<file path="src/rtl/matvec_mul_stream.sv">
// Streaming signed matrix-vector multiplier: product stage, pairwise adder tree and a
// cross-tile accumulator with rounding, shift and saturation onto a valid/ready output.
module matvec_mul_stream #(
  parameter int R         = 4,
  parameter int C         = 4,
  parameter int W_X       = 8,
  parameter int W_K       = 8,
  parameter int MAX_TILES = 4,
  parameter int W_Y       = 16,
  parameter int SHIFT     = 0
) (
  input  logic                            clk,
  input  logic                            rstn,
  input  logic                            s_valid,
  output logic                            s_ready,
  input  logic                            s_last,
  input  logic [R-1:0][C-1:0][W_K-1:0]    s_k,
  input  logic [C-1:0][W_X-1:0]           s_x,
  output logic                            m_valid,
  input  logic                            m_ready,
  output logic [R-1:0][W_Y-1:0]           m_y,
  output logic                            m_sat
);

  localparam int C_PAD = 2 ** $clog2(C);
  localparam int DEPTH = $clog2(C_PAD);
  localparam int W_P   = W_X + W_K;
  localparam int W_S   = W_P + DEPTH;
  localparam int W_ACC = W_P + DEPTH + $clog2(MAX_TILES) + 1;
  localparam int W_R   = (W_ACC + 1 > W_Y) ? W_ACC + 1 : W_Y + 1;
  localparam int BIAS  = (2 ** SHIFT) / 2;

  localparam logic signed [W_R-1:0] Y_MAX = {{(W_R-W_Y+1){1'b0}}, {(W_Y-1){1'b1}}};
  localparam logic signed [W_R-1:0] Y_MIN = {{(W_R-W_Y+1){1'b1}}, {(W_Y-1){1'b0}}};

  logic                     en;
  logic [DEPTH:0]           vld_q;
  logic [DEPTH:0]           lst_q;
  logic signed [W_S-1:0]    tree_q [DEPTH+1][R][C_PAD];
  logic signed [W_ACC-1:0]  acc_q  [R];
  logic signed [W_ACC-1:0]  acc_d  [R];
  logic signed [W_R-1:0]    rnd    [R];
  logic [R-1:0][W_Y-1:0]    y_d;
  logic [R-1:0]             sat_d;
  logic                     m_valid_q;
  logic                     m_sat_q;
  logic [R-1:0][W_Y-1:0]    m_y_q;

  // One global enable: the whole pipeline, bubbles included, freezes under backpressure.
  assign en      = !m_valid_q || m_ready;
  assign s_ready = en;
  assign m_valid = m_valid_q;
  assign m_y     = m_y_q;
  assign m_sat   = m_sat_q;

  function automatic logic signed [W_P-1:0] mul(input logic [W_K-1:0] k, input logic [W_X-1:0] x);
    logic signed [W_P-1:0] ke;
    logic signed [W_P-1:0] xe;
    ke = W_P'($signed(k));
    xe = W_P'($signed(x));
    return ke * xe;
  endfunction

  // NOTE: datapath registers carry no reset; their contents are ignored unless the
  // matching valid tag is set, and only the valids and accumulators need a known value.
  always_ff @(posedge clk) begin
    if (en) begin
      for (int r = 0; r < R; r++) begin
        for (int c = 0; c < C; c++)
          tree_q[0][r][c] <= W_S'(mul(s_k[r][c], s_x[c]));
        for (int c = C; c < C_PAD; c++)
          tree_q[0][r][c] <= '0;
        for (int d = 1; d <= DEPTH; d++)
          for (int i = 0; i < (C_PAD >> d); i++)
            tree_q[d][r][i] <= tree_q[d-1][r][2*i] + tree_q[d-1][r][2*i+1];
      end
    end
  end

  // NOTE: every output of this block gets a default first so no latch can be inferred.
  always_comb begin
    y_d   = '0;
    sat_d = '0;
    for (int r = 0; r < R; r++) begin
      acc_d[r] = acc_q[r] + W_ACC'(tree_q[DEPTH][r][0]);
      rnd[r]   = (W_R'(acc_d[r]) + W_R'(BIAS)) >>> SHIFT;
      if (rnd[r] > Y_MAX) begin
        y_d[r]   = Y_MAX[W_Y-1:0];
        sat_d[r] = 1'b1;
      end else if (rnd[r] < Y_MIN) begin
        y_d[r]   = Y_MIN[W_Y-1:0];
        sat_d[r] = 1'b1;
      end else begin
        y_d[r]   = rnd[r][W_Y-1:0];
      end
    end
  end

  // NOTE: state updates use non-blocking assignments so every register samples
  // pre-edge values regardless of statement order.
  always_ff @(posedge clk or negedge rstn) begin
    if (!rstn) begin
      vld_q     <= '0;
      lst_q     <= '0;
      m_valid_q <= 1'b0;
      m_sat_q   <= 1'b0;
      m_y_q     <= '0;
      for (int r = 0; r < R; r++) acc_q[r] <= '0;
    end else if (en) begin
      vld_q[0] <= s_valid;
      lst_q[0] <= s_last;
      for (int d = 1; d <= DEPTH; d++) begin
        vld_q[d] <= vld_q[d-1];
        lst_q[d] <= lst_q[d-1];
      end
      m_valid_q <= 1'b0;
      if (vld_q[DEPTH]) begin
        if (lst_q[DEPTH]) begin
          m_valid_q <= 1'b1;
          m_y_q     <= y_d;
          m_sat_q   <= |sat_d;
          for (int r = 0; r < R; r++) acc_q[r] <= '0;
        end else begin
          for (int r = 0; r < R; r++) acc_q[r] <= acc_d[r];
        end
      end
    end
  end

endmodule

</file>
<file path="config.mk">
export PLATFORM = sky130hd
export DESIGN_NAME = matvec_mul_stream
export DESIGN_NICKNAME = d
export VERILOG_FILES = /design/src/rtl/matvec_mul_stream.sv
export SDC_FILE = /design/constraint.sdc
export NUM_CORES = 2
export LEC_CHECK = 0
export BUFFER_PORTS_ARGS = -buffer_cell sky130_fd_sc_hd__buf_2
export CAP_MARGIN = 30
export CORE_MARGIN = 5
export CORE_UTILIZATION = 37
export CTS_BUF_LIST = sky130_fd_sc_hd__clkbuf_4
export CTS_CLUSTER_SIZE = 28
export DETAILED_ROUTE_END_ITERATION = 16
export PLACE_DENSITY = 0.52
export SLEW_MARGIN = 20
export SYNTH_ARGS = -nofsm -noshare
export SYNTH_HDL_FRONTEND = slang
export SYNTH_SLANG_ARGS = --single-unit
</file>
<file path="constraint.sdc">
create_clock -name clk -period 38 [get_ports clk]
set_input_delay 1.9 -clock clk [delete_from_list [all_inputs] [get_ports clk]]
set_output_delay 1.9 -clock clk [all_outputs]
set_load 0.05 [all_outputs]
</file>
==> key figures <==
GRT
  • Vias in the first global route: 50,202
  • Pin count of the biggest net entering global routing: 167
  • Number of antenna violations at the first check in global routing: 34
  • GRT Resource Usage Total: 0.1778
  • Total gr overflow: 0
  • Global-route wire length before repair: 276,300 um

Finish
  • Most used cells in the layout excluding fill and tap cells: sky130_fd_sc_hd__inv_1, sky130_fd_sc_hd__fa_1, sky130_fd_sc_hd__ha_1
  • Finished Core Util: 0.4056
  • Layout net count: 9,016
  • Layout Cells excl Fill: ~9,900
  • Storage cell area: 18,080 um^2
  • Most common cell after layout, fill and taps aside: sky130_fd_sc_hd__inv_1
  • Layout area overhead: 9.052%
  • Share of layout cells above drive strength 1: 0.07708
  • Area of all placed cells without fillers: approximately 76,000 um^2
  • Number of fill cells: around 19,000
  • Area of combinational cells with multiple inputs: 46,350 um^2

Worst hold path
  • Worst hold path type: flip-flop to flip-flop
  • Start point of the worst hold path: m_y[36]
  • WHS Path Cells: 2
  • Hold Crit Endpoint: m_y[36]

Power and ir drop
  • Part of the power in registers: 0.244
  • Total power consumption of the routed design: 0.006708 W
  • Maximum vdd drop: 43.99 uV
  • Net switching share of the total power: 0.4770
  • Share of total power in the clock network: 0.096
  • Standby leakage power: 36.20 nW
  • Comb power frac: 0.660
  • Internal Dissipation: 0.003508 W
  • Switching pwr: roughly 0.0032 W
  • Cell Pwr Density: just under 90 nW/um^2

Routing
  • Routed Antenna Nets: 0
  • Number of remaining DRC errors: 0
  • Number of detailed-route iterations in the first pass: 5
  • Via count: 47,519
  • First DRT Iteration DRCs: 2,274
  • Post-DR vias/cell: 4.813
  • Average wire per cell in the routed design: between 15 and 20 um
  • Final routed wirelength across all metal layers: 172,100 um

CTS
  • CTS tree: yes
  • Number of buffers inserted during clock tree synthesis: 180
  • Buffer depth of the longest clock path: 3
  • Number of post-CTS setup repair buffers: 0
  • Maximum level of the CTS H-tree: 4
  • Clk sink count: about 630
  • Root Buffer Master: sky130_fd_sc_hd__clkbuf_4
  • Reg clk slew, reported paths: 60 ps
  • Cts hold-fix bufs: 0
  • # resized after CTS: 0
  • Skew-Pair Late Insertion Delay: 1170 ps

Critical path
  • Class of the most critical setup path: input port to flip-flop
  • Crit path DAT: 6670 ps
  • Register-to-register path setup slack: 33,900 ps
  • Category of the worst setup path capture point: flip-flop
  • Setup crit start: s_x[2]
  • Critical R2R Launch: tree_q[0][630]
  • Required @ worst endpoint: 38,850 ps
  • Worst Reg2Reg Path Length in Cells: 14
  • Worst R2R End: m_y[51]
  • CP Max Fanout: 32
  • Type of element launching the critical path: input port

Synthesis
  • Sequential area share after synthesis: 0.2588
  • #FFs+latches synth: 628
  • Yosys warning total: 0
  • Number of synthesized flops with an enable pin: 472
  • Proportion of synthesized flip-flops having asynchronous set or reset: 0.2484
  • Net count of the mapped netlist: 8,722
  • Area of the mapped netlist: 69,840 um^2
  • Commonest register cell after synthesis: sky130_fd_sc_hd__edfxtp_1
  • Post-Syn Instances: 6,921
  • Number of library cell types mapped by synthesis: 75
  • Mean instance size in the synthesized netlist: 10.09 um^2

Placement
  • Cell count after placement: 9,525
  • Final weighted congestion of routability-driven global placement: 0.8449
  • DP HPWL: 137,800 um
  • DP Area: approximately 74,000 um^2
  • PortBufs: ~230

STA
  • Total setup violations reported at the end of the flow: 0
  • Final-layout setup total negative slack: 0 ps
  • Skew final: 85.47 ps
  • Unrepaired setup endpoints after global routing: false
  • Final critical delay including setup and external delays: slightly below 6000 ps
  • Final Hold Viols: 0
  • Final Slew Violations: 0
  • Max-Slew Margin vs Limit: 0.3681
  • Share of the clock period used by the worst path after layout: 0.1531
  • Highest clock frequency the design can meet: 171.8 MHz
  • Slew of the pin with the lowest slew margin: 947.8 ps

Floorplanning
  • Standard cell core area: between 150,000 and 200,000 um^2
  • Die X-Extent: between 400 and 500 um
  • Die Area: between 150,000 and 200,000 um^2
  • Initial cell density of the core: 0.3719
  • Vertical die dimension: between 400 and 500 um
  • IO Count: about 230
  • Site row count: about 160

Status
  • Status: completed

Job
  • Max-Cap Viols: 0
-- cell usage after synthesis (4+ instances only) --
master / n / area share
sky130_fd_sc_hd__inv_1: 1308 / 0.070
sky130_fd_sc_hd__fa_1: 896 / 0.26
sky130_fd_sc_hd__ha_1: 740 / 0.13
sky130_fd_sc_hd__and2_1: 623 / 0.056
sky130_fd_sc_hd__nand2_1: 496 / 0.027
sky130_fd_sc_hd__edfxtp_1: 472 / 0.20
sky130_fd_sc_hd__xnor2_1: 397 / 0.050
sky130_fd_sc_hd__nor2_1: 332 / 0.018
sky130_fd_sc_hd__o21ai_0: 295 / 0.021
sky130_fd_sc_hd__a21oi_1: 292 / 0.021
sky130_fd_sc_hd__dfrtp_1: 156 / 0.056
sky130_fd_sc_hd__clkbuf_1: 121 / 0.0065
sky130_fd_sc_hd__nand2b_1: 97 / 0.0087
sky130_fd_sc_hd__a21o_1: 89 / 0.0096
sky130_fd_sc_hd__o21a_1: 74 / 0.0080
sky130_fd_sc_hd__nor2b_1: 62 / 0.0056
sky130_fd_sc_hd__xor2_1: 58 / 0.0073
sky130_fd_sc_hd__a21boi_0: 51 / 0.0055
sky130_fd_sc_hd__a22o_1: 51 / 0.0064
sky130_fd_sc_hd__nand3_1: 30 / 0.0021
sky130_fd_sc_hd__nor3_1: 30 / 0.0021
sky130_fd_sc_hd__o21bai_1: 24 / 0.0026
sky130_fd_sc_hd__o211ai_1: 22 / 0.0024
sky130_fd_sc_hd__and3_1: 19 / 0.0017
sky130_fd_sc_hd__o31ai_1: 19 / 0.0020
sky130_fd_sc_hd__a211oi_1: 17 / 0.0018
sky130_fd_sc_hd__or3_1: 13 / 0.0012
sky130_fd_sc_hd__a31oi_1: 12 / 0.0011
sky130_fd_sc_hd__a211o_1: 11 / 0.0014
sky130_fd_sc_hd__o21ai_1: 11 / 0.00079
sky130_fd_sc_hd__o31a_1: 9 / 0.0011
sky130_fd_sc_hd__buf_1: 8 / 0.00043
sky130_fd_sc_hd__nand4_1: 7 / 0.00063
sky130_fd_sc_hd__mux2_2: 6 / 0.00097
sky130_fd_sc_hd__or2_2: 6 / 0.00054
sky130_fd_sc_hd__a21oi_2: 5 / 0.00063
sky130_fd_sc_hd__a31o_2: 4 / 0.00050
sky130_fd_sc_hd__o2111ai_1: 4 / 0.00050
sky130_fd_sc_hd__o22ai_1: 4 / 0.00036
-- power groups by stage --
stage	Sequential, W	Clock, W	Combinational [W]
3_3_place_gp	0.00166	0	0.00439
6_report	0.00164	0.000647	0.00442
3_5_place_dp	0.00166	0	0.00444
4_1_cts	0.00165	0.000678	0.00447
5_1_grt	0.00166	0.000717	0.00502
2_1_floorplan	0.00165	0	0.00323
-- worst max-delay path by stage --
| stage | to | slack, ps | cells after the start |
|---|---|---|---|
| floorplan | lst_q[0] | 20680 | 3 |
| global placement | tree_q[0][53] | 31080 | 21 |
| detailed placement | tree_q[0][143] | 31070 | 21 |
| CTS | tree_q[0][143] | 32340 | 21 |
| global route | tree_q[0][176] | 32000 | 21 |
| finish | tree_q[0][143] | 32180 | 21 |
-- layer usage --
layer	vias to the layer above	routed length, um	track usage
li1	22856	-	-
met1	23504	80340	0.2483
met2	908	80040	0.2904
met3	235	8208	0.02640
met4	16	3391	0.04601
met5	-	97	0
-- layout make-up --
class	count	share of cell area
Multi-Input combinational cell	4849	0.6086
Sequential cell	628	0.2373
Inverter	1309	0.06451
Tap cell	2495	0.04099
Clock buffer	254	0.02503
Timing Repair Buffer	247	0.01766
Clock inverter	69	0.005125
Antenna cell	23	0.0007556
-- through the flow --
stage | worst slack [ps] | hold slack (ps)
floorplan | 20680 | 455.1
global placement | 31080 | 456.0
detailed placement | 31070 | 466.4
CTS | 32340 | 480.6
global route | 32000 | 503.9
finish | 32180 | 471.3
-- state kept, by name (all words and copies together) (netlist names) --
name / flops
acc_q: 84
lst_q: 3
m_y: 64
tree_q: 472
m_valid: 1
m_sat: 1
vld_q: 3
-- worst max-delay path: stages --
cell and delay [ps]:
sky130_fd_sc_hd__buf_2 610, sky130_fd_sc_hd__nand2_1 180, sky130_fd_sc_hd__fa_1 480, sky130_fd_sc_hd__fa_1 490, sky130_fd_sc_hd__inv_1 40, sky130_fd_sc_hd__ha_1 260, sky130_fd_sc_hd__inv_1 40, sky130_fd_sc_hd__fa_1 510
sky130_fd_sc_hd__inv_1 60, sky130_fd_sc_hd__ha_1 270, sky130_fd_sc_hd__a21o_1 170, sky130_fd_sc_hd__a21oi_1 220, sky130_fd_sc_hd__o21ai_0 110, sky130_fd_sc_hd__a21oi_1 220, sky130_fd_sc_hd__nor2b_1 70, sky130_fd_sc_hd__o21a_1 180
sky130_fd_sc_hd__o21ai_0 210, sky130_fd_sc_hd__nand2b_1 90, sky130_fd_sc_hd__a21oi_1 230, sky130_fd_sc_hd__o21ai_0 150, sky130_fd_sc_hd__xnor2_1 140
-- kinds of logic after synthesis --
logic type	synth area share
mux	0.001254
flops	0.2588
simple gates	0.1240
xor+xnor	0.05706
compound gates	0.09143
buf+inv	0.07807
fa+ha+maj	0.3894
Power figures use the tool's default switching activity.
